### src/rtl/microwave_ctrl_if.sv
// Front-panel / driver bundle for the microwave controller: panel inputs in, lamp/magnetron/buzzer and timer status out.
// Pure signal grouping; no storage and no flow control.
interface microwave_ctrl_if #(
    parameter int TIME_W = 8,
    parameter int PWR_W  = 2
);
    logic              door;
    logic              start;
    logic              cancel;
    logic              tick;
    logic              time_load;
    logic [TIME_W-1:0] time_in;
    logic [PWR_W-1:0]  power_in;
    logic              heat;
    logic              light;
    logic              bell;
    logic              busy;
    logic [TIME_W-1:0] remaining;

    modport master (
        output door, start, cancel, tick, time_load, time_in, power_in,
        input  heat, light, bell, busy, remaining
    );

    modport slave (
        input  door, start, cancel, tick, time_load, time_in, power_in,
        output heat, light, bell, busy, remaining
    );
endinterface

### src/rtl/microwave_ctrl.sv
// Microwave oven controller: door interlock, countdown cook timer, PWM power and timed bell.
// One-cycle latency from input sample to state change, Moore outputs; no backpressure, inputs sampled every cycle.
module microwave_ctrl #(
    parameter int TIME_W      = 8,
    parameter int PWR_W       = 2,
    parameter int BELL_TICKS  = 3,
    parameter bit AUTO_RESUME = 1'b1
) (
    input  logic             clk,
    input  logic             nrst,
    microwave_ctrl_if.slave  bus
);
    localparam int P  = (2 ** PWR_W) - 1;
    localparam int BW = (BELL_TICKS > 1) ? $clog2(BELL_TICKS) : 1;
    localparam logic [PWR_W-1:0] PH_LAST   = PWR_W'(P - 1);
    localparam logic [BW-1:0]    BELL_LAST = BW'(BELL_TICKS - 1);

    typedef enum logic [2:0] {
        S_IDLE,
        S_OPEN,
        S_COOK,
        S_PAUSE,
        S_BELL
    } state_t;

    state_t            state, state_n;
    logic [TIME_W-1:0] rem, rem_n;
    logic [PWR_W-1:0]  power_q, power_n;
    logic [PWR_W-1:0]  phase, phase_n;
    logic [BW-1:0]     bell_cnt, bell_n;

    always_ff @(posedge clk) begin
        if (!nrst) begin
            state    <= S_IDLE;
            rem      <= '0;
            power_q  <= '0;
            phase    <= '0;
            bell_cnt <= '0;
        end else begin
            state    <= state_n;
            rem      <= rem_n;
            power_q  <= power_n;
            phase    <= phase_n;
            bell_cnt <= bell_n;
        end
    end

    always_comb begin
        state_n = state;
        rem_n   = rem;
        power_n = power_q;
        phase_n = phase;
        bell_n  = bell_cnt;
        case (state)
            S_IDLE: begin
                // The load lands in rem, but start still qualifies on the old value.
                if (bus.time_load) rem_n = bus.time_in;
                if (bus.door) begin
                    state_n = S_OPEN;
                end else if (bus.start && rem != '0) begin
                    state_n = S_COOK;
                    power_n = bus.power_in;
                    phase_n = '0;
                end
            end
            S_OPEN: begin
                if (bus.time_load) rem_n = bus.time_in;
                if (!bus.door) state_n = S_IDLE;
            end
            S_COOK: begin
                phase_n = (phase == PH_LAST) ? '0 : phase + PWR_W'(1);
                if (bus.cancel) begin
                    state_n = S_IDLE;
                    rem_n   = '0;
                end else if (bus.door) begin
                    state_n = S_PAUSE;
                end else if (bus.tick && rem != '0) begin
                    rem_n = rem - TIME_W'(1);
                    if (rem == TIME_W'(1)) begin
                        state_n = S_BELL;
                        bell_n  = '0;
                    end
                end
            end
            S_PAUSE: begin
                if (bus.cancel) begin
                    state_n = bus.door ? S_OPEN : S_IDLE;
                    rem_n   = '0;
                end else if (!bus.door && (AUTO_RESUME || bus.start)) begin
                    state_n = S_COOK;
                    phase_n = '0;
                end
            end
            S_BELL: begin
                if (bus.door) begin
                    state_n = S_OPEN;
                end else if (bus.tick) begin
                    if (bell_cnt == BELL_LAST) state_n = S_IDLE;
                    else                       bell_n  = bell_cnt + BW'(1);
                end
            end
            default: state_n = S_IDLE;
        endcase
    end

    // Full power (power_q = P) keeps heat on since phase never exceeds P-1.
    assign bus.heat      = (state == S_COOK) && (phase < power_q);
    assign bus.light     = (state == S_OPEN) || (state == S_COOK) || (state == S_PAUSE);
    assign bus.bell      = (state == S_BELL);
    assign bus.busy      = (state == S_COOK) || (state == S_PAUSE);
    assign bus.remaining = rem;
endmodule

### src/flat_wrapper.sv
// flat-port wrapper written by rule: the top's interface ports become plain ports
module microwave_ctrl_flat 
#(
    parameter int TIME_W      = 8,
    parameter int PWR_W       = 2,
    parameter int BELL_TICKS  = 3,
    parameter bit AUTO_RESUME = 1'b1
)
  (clk, nrst, bus_door, bus_start, bus_cancel, bus_tick, bus_time_load, bus_time_in, bus_power_in, bus_heat, bus_light, bus_bell, bus_busy, bus_remaining);
  microwave_ctrl_if #(.TIME_W(TIME_W), .PWR_W(PWR_W)) bus_i ();
  input  logic clk;
  input  logic nrst;
  input wire logic [$bits(bus_i.door)-1:0] bus_door;
  input wire logic [$bits(bus_i.start)-1:0] bus_start;
  input wire logic [$bits(bus_i.cancel)-1:0] bus_cancel;
  input wire logic [$bits(bus_i.tick)-1:0] bus_tick;
  input wire logic [$bits(bus_i.time_load)-1:0] bus_time_load;
  input wire logic [$bits(bus_i.time_in)-1:0] bus_time_in;
  input wire logic [$bits(bus_i.power_in)-1:0] bus_power_in;
  output wire logic [$bits(bus_i.heat)-1:0] bus_heat;
  output wire logic [$bits(bus_i.light)-1:0] bus_light;
  output wire logic [$bits(bus_i.bell)-1:0] bus_bell;
  output wire logic [$bits(bus_i.busy)-1:0] bus_busy;
  output wire logic [$bits(bus_i.remaining)-1:0] bus_remaining;
  assign bus_i.door = bus_door;
  assign bus_i.start = bus_start;
  assign bus_i.cancel = bus_cancel;
  assign bus_i.tick = bus_tick;
  assign bus_i.time_load = bus_time_load;
  assign bus_i.time_in = bus_time_in;
  assign bus_i.power_in = bus_power_in;
  assign bus_heat = bus_i.heat;
  assign bus_light = bus_i.light;
  assign bus_bell = bus_i.bell;
  assign bus_busy = bus_i.busy;
  assign bus_remaining = bus_i.remaining;
  microwave_ctrl #(.TIME_W(TIME_W), .PWR_W(PWR_W), .BELL_TICKS(BELL_TICKS), .AUTO_RESUME(AUTO_RESUME)) u_core (.clk(clk), .nrst(nrst), .bus(bus_i));
endmodule
### config.mk
export PLATFORM = sky130hd
export DESIGN_NAME = microwave_ctrl_flat
export DESIGN_NICKNAME = d
export VERILOG_FILES = /design/src/rtl/microwave_ctrl_if.sv /design/src/rtl/microwave_ctrl.sv /design/src/flat_wrapper.sv
export SDC_FILE = /design/constraint.sdc
export NUM_CORES = 1
export LEC_CHECK = 0
export ABC_CLOCK_PERIOD_IN_PS = 1700
export CAP_MARGIN = 20
export CORE_MARGIN = 2
export CORE_UTILIZATION = 44
export DETAILED_ROUTE_END_ITERATION = 10
export GPL_ROUTABILITY_DRIVEN = 0
export PLACE_DENSITY = 0.87
export RECOVER_POWER = 25
export SLEW_MARGIN = 20
export SYNTH_ARGS = -nofsm -noshare
export SYNTH_HDL_FRONTEND = slang
export SYNTH_SLANG_ARGS = --single-unit
### constraint.sdc
create_clock -name clk -period 1.7 [get_ports clk]
set_input_delay 0.34 -clock clk [delete_from_list [all_inputs] [get_ports clk]]
set_output_delay 0.34 -clock clk [all_outputs]
set_load 0.01 [all_outputs]
==> results.md, run 1 <==
* Synth Warn # at 0
* Final period util at 1.05
* Slew headroom at 0.689
* CTS Hold Bufs at 0
* CP arrival at 1970 ps
* Mapped Area at 1190 um2
* Clock buffer depth at 2
* Crit path launch type: flop
* Status: finished, violations left
* Max Clk Rate at 560 MHz
* Reg clk slew, reported paths at 110 ps
* Num CTS Buffers at 3
* Setup_tns at -498 ps
* Max-cap viol count at 0
* Rows at 18
* Slew at the pin closest to its max-slew limit at 462 ps
* Post-synth top area cell: dfxtp_1
* Mapped Cells at 146
* Post-Route WL at roughly 5100 um
* DR WL/cell at 21.2 um
* Largest cells by area after synthesis: dfxtp_1, ha_1, a21oi_1
* Design Area, Final at 1970 um2
* Antenna violations before repair at 0
* DR vias at 1600
* Via density per instance at 6.69
* Final hold viol count at 0
* Vias in the first global route at 1466
* Largest net degree at the start of global routing at 11
* Reg-to-reg slack, setup at -90 ps
* Nets at 232
* Die height at about 56 um
* Failing checks: setup timing
* # H-tree levels at 1
* Die area at 3140 um2
* Root Buffer Master: clkbuf_4
* Ys flop type: dfxtp_1
* DP Area at about 1700 um2
* Crit end category: flop
* Fin. max-slew vios at 0
* Initial Util at 0.472
* Remaining DRCs at 0
* RSZ-0062 raised after global routing: yes
* IO Pins at 29
* Worst Skew at 11.1 ps
* Crit path max fanout at 3
* Sequential-to-total area share from yosys stat at 0.286
* CTS tree: yes
* EDFF count, synth at 0
* Seq cells post-synth at 17
* Total leakage power at between 0.8 and 0.9 nW
* Clock sink count at 17
* Avg Cell Area, Syn at 8.16 um2
* Synth Net Count at 168
* Share of layout cells above drive strength 1 at 0.378
* Fill cells at 141
* Die span in x at 56.0 um
* Total global routing track utilization at 0.253
* Worst Hold Class: reg -> reg
* Routed Antenna Nets at 0
* First-pass GRT wire length at 6450 um
* Hold WS at 500 ps
* Clock Latency Late Sink at 300 ps
* Share of the synthesized area in the top cell type at 0.286
* DR pass1 iterations at 4
* Fin worst setup slack at -85.5 ps
* Inserted Diodes at 0
* Number of DRC markers in iteration 0 at 133
* Top-count cell post-synth: dfxtp_1
* Post-synth ARST share at 0
* # setup viols final at 11
* Period minus WS final at 1790 ps
* Synthesis-to-layout area growth at 65.5%
* GR Overflow Total at 0
* Maximum vdd drop at 0.621 mV
* Crit Path Class: reg -> reg
* Core box area at between 2000 and 3000 um2
* Port bufs at 28
* Distinct cells, synth at 47
* DP HPWL at about 2900 um
* Synth top cells by count: dfxtp_1, inv_1, a21oi_1, nand2_1, nor2_1
* Required time worst endpoint at 1890 ps
* Power Density at 673 nW/um2
## cell type report
cell class                      count  area (um2)  share of cell area
Multi-Input combinational cell    112         947               0.480
Inverter                           12        45.0              0.0228
Clock buffer                        4        26.3              0.0133
Sequential cell                    17         354               0.180
Tap cell                           30        37.5              0.0190
Timing Repair Buffer               64         562               0.285
## state kept, by name, summed over array words and instances (netlist names)
name / flops
u_core.state: 3
u_core.bus.remaining: 8
u_core.power_q: 2
u_core.phase: 2
u_core.bell_cnt: 2
## per-layer routing
layer  GRT usage  wire length, um  up-vias
met5           0                0        -
met4       0.116              291        0
met3      0.0581              574       37
met2       0.435             2340      122
met1       0.296             1870      762
li1            -                -      679
## final timing paths
check	endpoint	cells past startpoint	from
worst max-delay path	u_core.power_q[1]	6	u_core.bus.remaining[1]
worst min-delay path	u_core.bell_cnt[0]	2	u_core.bell_cnt[0]
worst max register to register	u_core.power_q[1]	6	u_core.bus.remaining[1]
worst min register to register	u_core.bell_cnt[0]	2	u_core.bell_cnt[0]
## where the power goes
group	internal (W)	switching, W
combinational	0.000307	0.000318
clock	0.0000913	0.000139
sequential	0.000430	0.0000416
total	0.000828	0.000499
## cell usage in the layout (no fill, tap or decap), drive strengths merged, types with 2 or more instances in the layout
master / instances
buf: 37
clkdlybuf4s50: 20
dfxtp: 17
inv: 12
a21oi: 10
nand2: 10
nor2: 10
nand3: 10
o21ai: 7
nand2b: 6
mux2i: 5
ha: 5
clkbuf: 5
nor3: 4
a21o: 3
a32oi: 3
o32ai: 3
dlymetal6s2s: 3
or4b: 2
a311oi: 2
nand4: 2
a31oi: 2
a32o: 2
and3: 2
dlygate4sd2: 2
nor4b: 2
nor2b: 2
a221oi: 2
nor4: 2
## critical path: stages, from the launching register on
cell       delay (ps)
dfxtp_1           350
inv_2             100
ha_4              140
or4b_4            520
o2111ai_4         260
mux2i_1           230
nor2_1             70
## cell families after synthesis
logic type / count (synthesis) / synth area share
muxes: 5 / 0.0420
and+or+nand+nor: 59 / 0.289
AOI/OAI and AO/OA: 43 / 0.269
buffers and inverters: 17 / 0.0620
DFF: 17 / 0.286
adders and majority gates: 5 / 0.0525
## metrics by stage
step | total power [W] | instances | util | worst slack, ps
2_1_floorplan | 0.000701 | 146 | - | -7.53
3_3_place_gp | 0.000930 | 227 | 0.673 | -277
3_5_place_dp | 0.000946 | 227 | 0.673 | -323
4_1_cts | 0.00120 | 233 | 0.707 | -107
5_1_grt | 0.00137 | 239 | 0.782 | -159
6_report | 0.00133 | 239 | 0.782 | -85.5
## timing repair
action / CTS / global route
resized for setup: 25 / 36
pin swaps: 2 / 11
buffers inserted: 2 / 6
cloned: 0 / 0
setup endpoints to repair: 19 / 21
No activity file was read; power rests on OpenSTA's default activity.
==> run 2, diff against run 1 <==
- CORE_MARGIN: 2 -> unset
==> results.md, run 2 (same netlist as run 1, synthesis figures left out) <==
* DP Area at 1680 um2 (-1.3%)
* Failing checks: setup timing
* Max-cap viol count at 0 (unchanged)
* DR pass1 iterations at 4 (unchanged)
* Antenna violations before repair at 0 (unchanged)
* Maximum vdd drop at 0.632 mV (+1.7%)
* Largest register FFs at 8 (unchanged)
* Comb power frac at 0.465 (-0.006)
* Max Clk Rate at 562 MHz (+0.36%)
* Slew at the pin closest to its max-slew limit at 441 ps (-20.7 ps)
* Post-Route WL at 5040 um (-0.67%)
* First-pass GRT wire length at 6530 um (+1.2%)
* Die area at 2920 um2 (-7.0%)
* Fin worst setup slack at -79.1 ps (+6.41 ps)
* Worst Skew at 15.9 ps (+4.79 ps)
* Die height at 54.0 um (-3.6%)
* Core box area at 2520 um2 (unchanged)
* Slew headroom at 0.703 (+0.0139)
* Clock share of power at 0.182 (+0.008)
* Setup_tns at -231 ps (+267 ps)
* Sequential share of power at 0.354 (about the same)
* GR Overflow Total at 0 (unchanged)
* Inserted Diodes at 0 (unchanged)
* Commonest non-fill, non-tap cell in the layout: buf_4
* Final hold viol count at 0 (unchanged)
* Crit Path Class: reg -> reg
* Die span in x at 54.0 um (-3.6%)
* Via density per instance at 6.70 (about the same)
* Design Area, Final at 1970 um2 (about the same)
* Largest net degree at the start of global routing at 11 (unchanged)
* Final period util at 1.05 (-0.00377)
* Critical Path Source: u_core.bus.remaining[1]
* Initial Util at 0.472 (unchanged)
* Clock buffer depth at 2 (unchanged)
* CP arrival at 2010 ps (+40 ps)
* Reg clk slew, reported paths at 120 ps (about the same)
* Final core occ at 0.781 (about the same)
* Remaining DRCs at 0 (unchanged)
* # H-tree levels at 1 (unchanged)
* DP HPWL at 2800 um (-1.9%)
* Status: finished, violations left
* CTS tree: yes
* Clock Latency Late Sink at 320 ps (+20 ps)
* Pint at 0.000821 W (-0.84%)
* Placed cell count at 224 (-1.3%)
* DR vias at 1587 (-0.81%)
* P_sw at 0.000509 W (+2.1%)
* Port bufs at 28 (unchanged)
* Crit path launch type: flop
* Reg-to-reg slack, setup at -80 ps (about the same)
* # setup viols final at 7 (-4)
* Routed met2 length at 2300 um (-1.9%)
* Worst Hold Class: reg -> reg
* Fin. max-slew vios at 0 (unchanged)
* Synthesis-to-layout area growth at 65.4% (about the same)
* Hold_sp: u_core.bell_cnt[1]
* CTS Hold Bufs at 0 (unchanged)
* Power Density at 675 nW/um2 (+0.31%)
* Required time worst endpoint at 1930 ps (+40 ps)
* Number of DRC markers in iteration 0 at 106 (-20%)
* DR WL/cell at 21.3 um (+0.17%)
* Total leakage power at 0.786 nW (-3.7%)
* Period minus WS final at 1780 ps (-6.41 ps)
* Rows at 18 (unchanged)
* RSZ-0062 raised after global routing: yes
* WL met1 at 1860 um (-0.27%)
* IO Pins at 29 (unchanged)
* Clock sink count at 17 (unchanged)
* Num CTS Buffers at 3 (unchanged)
* Met3 WL at 556 um (-3.1%)
* Share of layout cells above drive strength 1 at 0.377 (-0.00118)
* Total global routing track utilization at 0.320 (+0.0668)
* Vias in the first global route at 1420 (-3.1%)
* Nets at 230 (-0.86%)
* R2r startpoint: u_core.bus.remaining[1]
* Most frequent cells in the layout: buf_4, clkdlybuf4s50_1, nand2_1
* Top routing layer in use: met4
* Crit end category: flop
* Non-filler cells, final at 237 (-0.84%)
* Routed Antenna Nets at 0 (unchanged)
* Net Sw Frac at 0.383 (+0.00679)
* Root Buffer Master: clkbuf_4
* Crit path max fanout at 2 (-1)
==> run 2: power by group through the flow <==
stage | sequential (W) | combinational, W | clock [W]
after CTS | 0.000460 | 0.000516 | 0.000227
final | 0.000470 | 0.000618 | 0.000241
after global placement | 0.000461 | 0.000450 | 0
after detailed placement | 0.000464 | 0.000465 | 0
after floorplan | 0.000472 | 0.000229 | 0
after global routing | 0.000472 | 0.000650 | 0.000250
==> run 2: worst max-delay path: stages, from the launching register on <==
cell     delay [ps]
dfxtp_2         340
inv_2            70
ha_4            130
buf_4           110
nor4b_2         300
buf_4           200
a21oi_1          90
and3_1          210
o32ai_1         230
==> run 2: path summary, 6_finish.rpt <==
kind                            depth (start not counted)                 endpoint
worst min-delay path                                    2       u_core.bell_cnt[1]
worst max register to register                          8  u_core.bus.remaining[2]
worst max-delay path                                    8  u_core.bus.remaining[2]
worst min register to register                          2       u_core.bell_cnt[1]
==> run 2: per-layer routing <==
metal,vias to the layer above,global-route usage
met4,0,0.192
met5,-,0
met1,733,0.395
li1,682,-
met2,127,0.516
met3,45,0.0537
==> run 2: final cells by class <==
cell class,count,area [um2]
Timing Repair Buffer,62,547
Fill cell,152,552
Sequential cell,17,358
Tap cell,30,37.5
Clock buffer,4,26.3
Inverter,12,45.0
Multi-Input combinational cell,112,957
==> run 2: what timing repair did <==
action                     4_1_cts  5_1_grt
resized for setup               29       36
setup endpoints to repair       18       24
setup buffers                    6        4
pin swaps                        5        9
==> run 2: through the flow <==
stage / hold WS [ps] / worst slack [ps] / total power (W)
global route: 517 / -135 / 0.00137
detailed placement: 455 / -352 / 0.000929
CTS: 469 / -10.0 / 0.00120
finish: 502 / -79.1 / 0.00133
global placement: 445 / -277 / 0.000912
floorplan: 435 / -7.53 / 0.000701
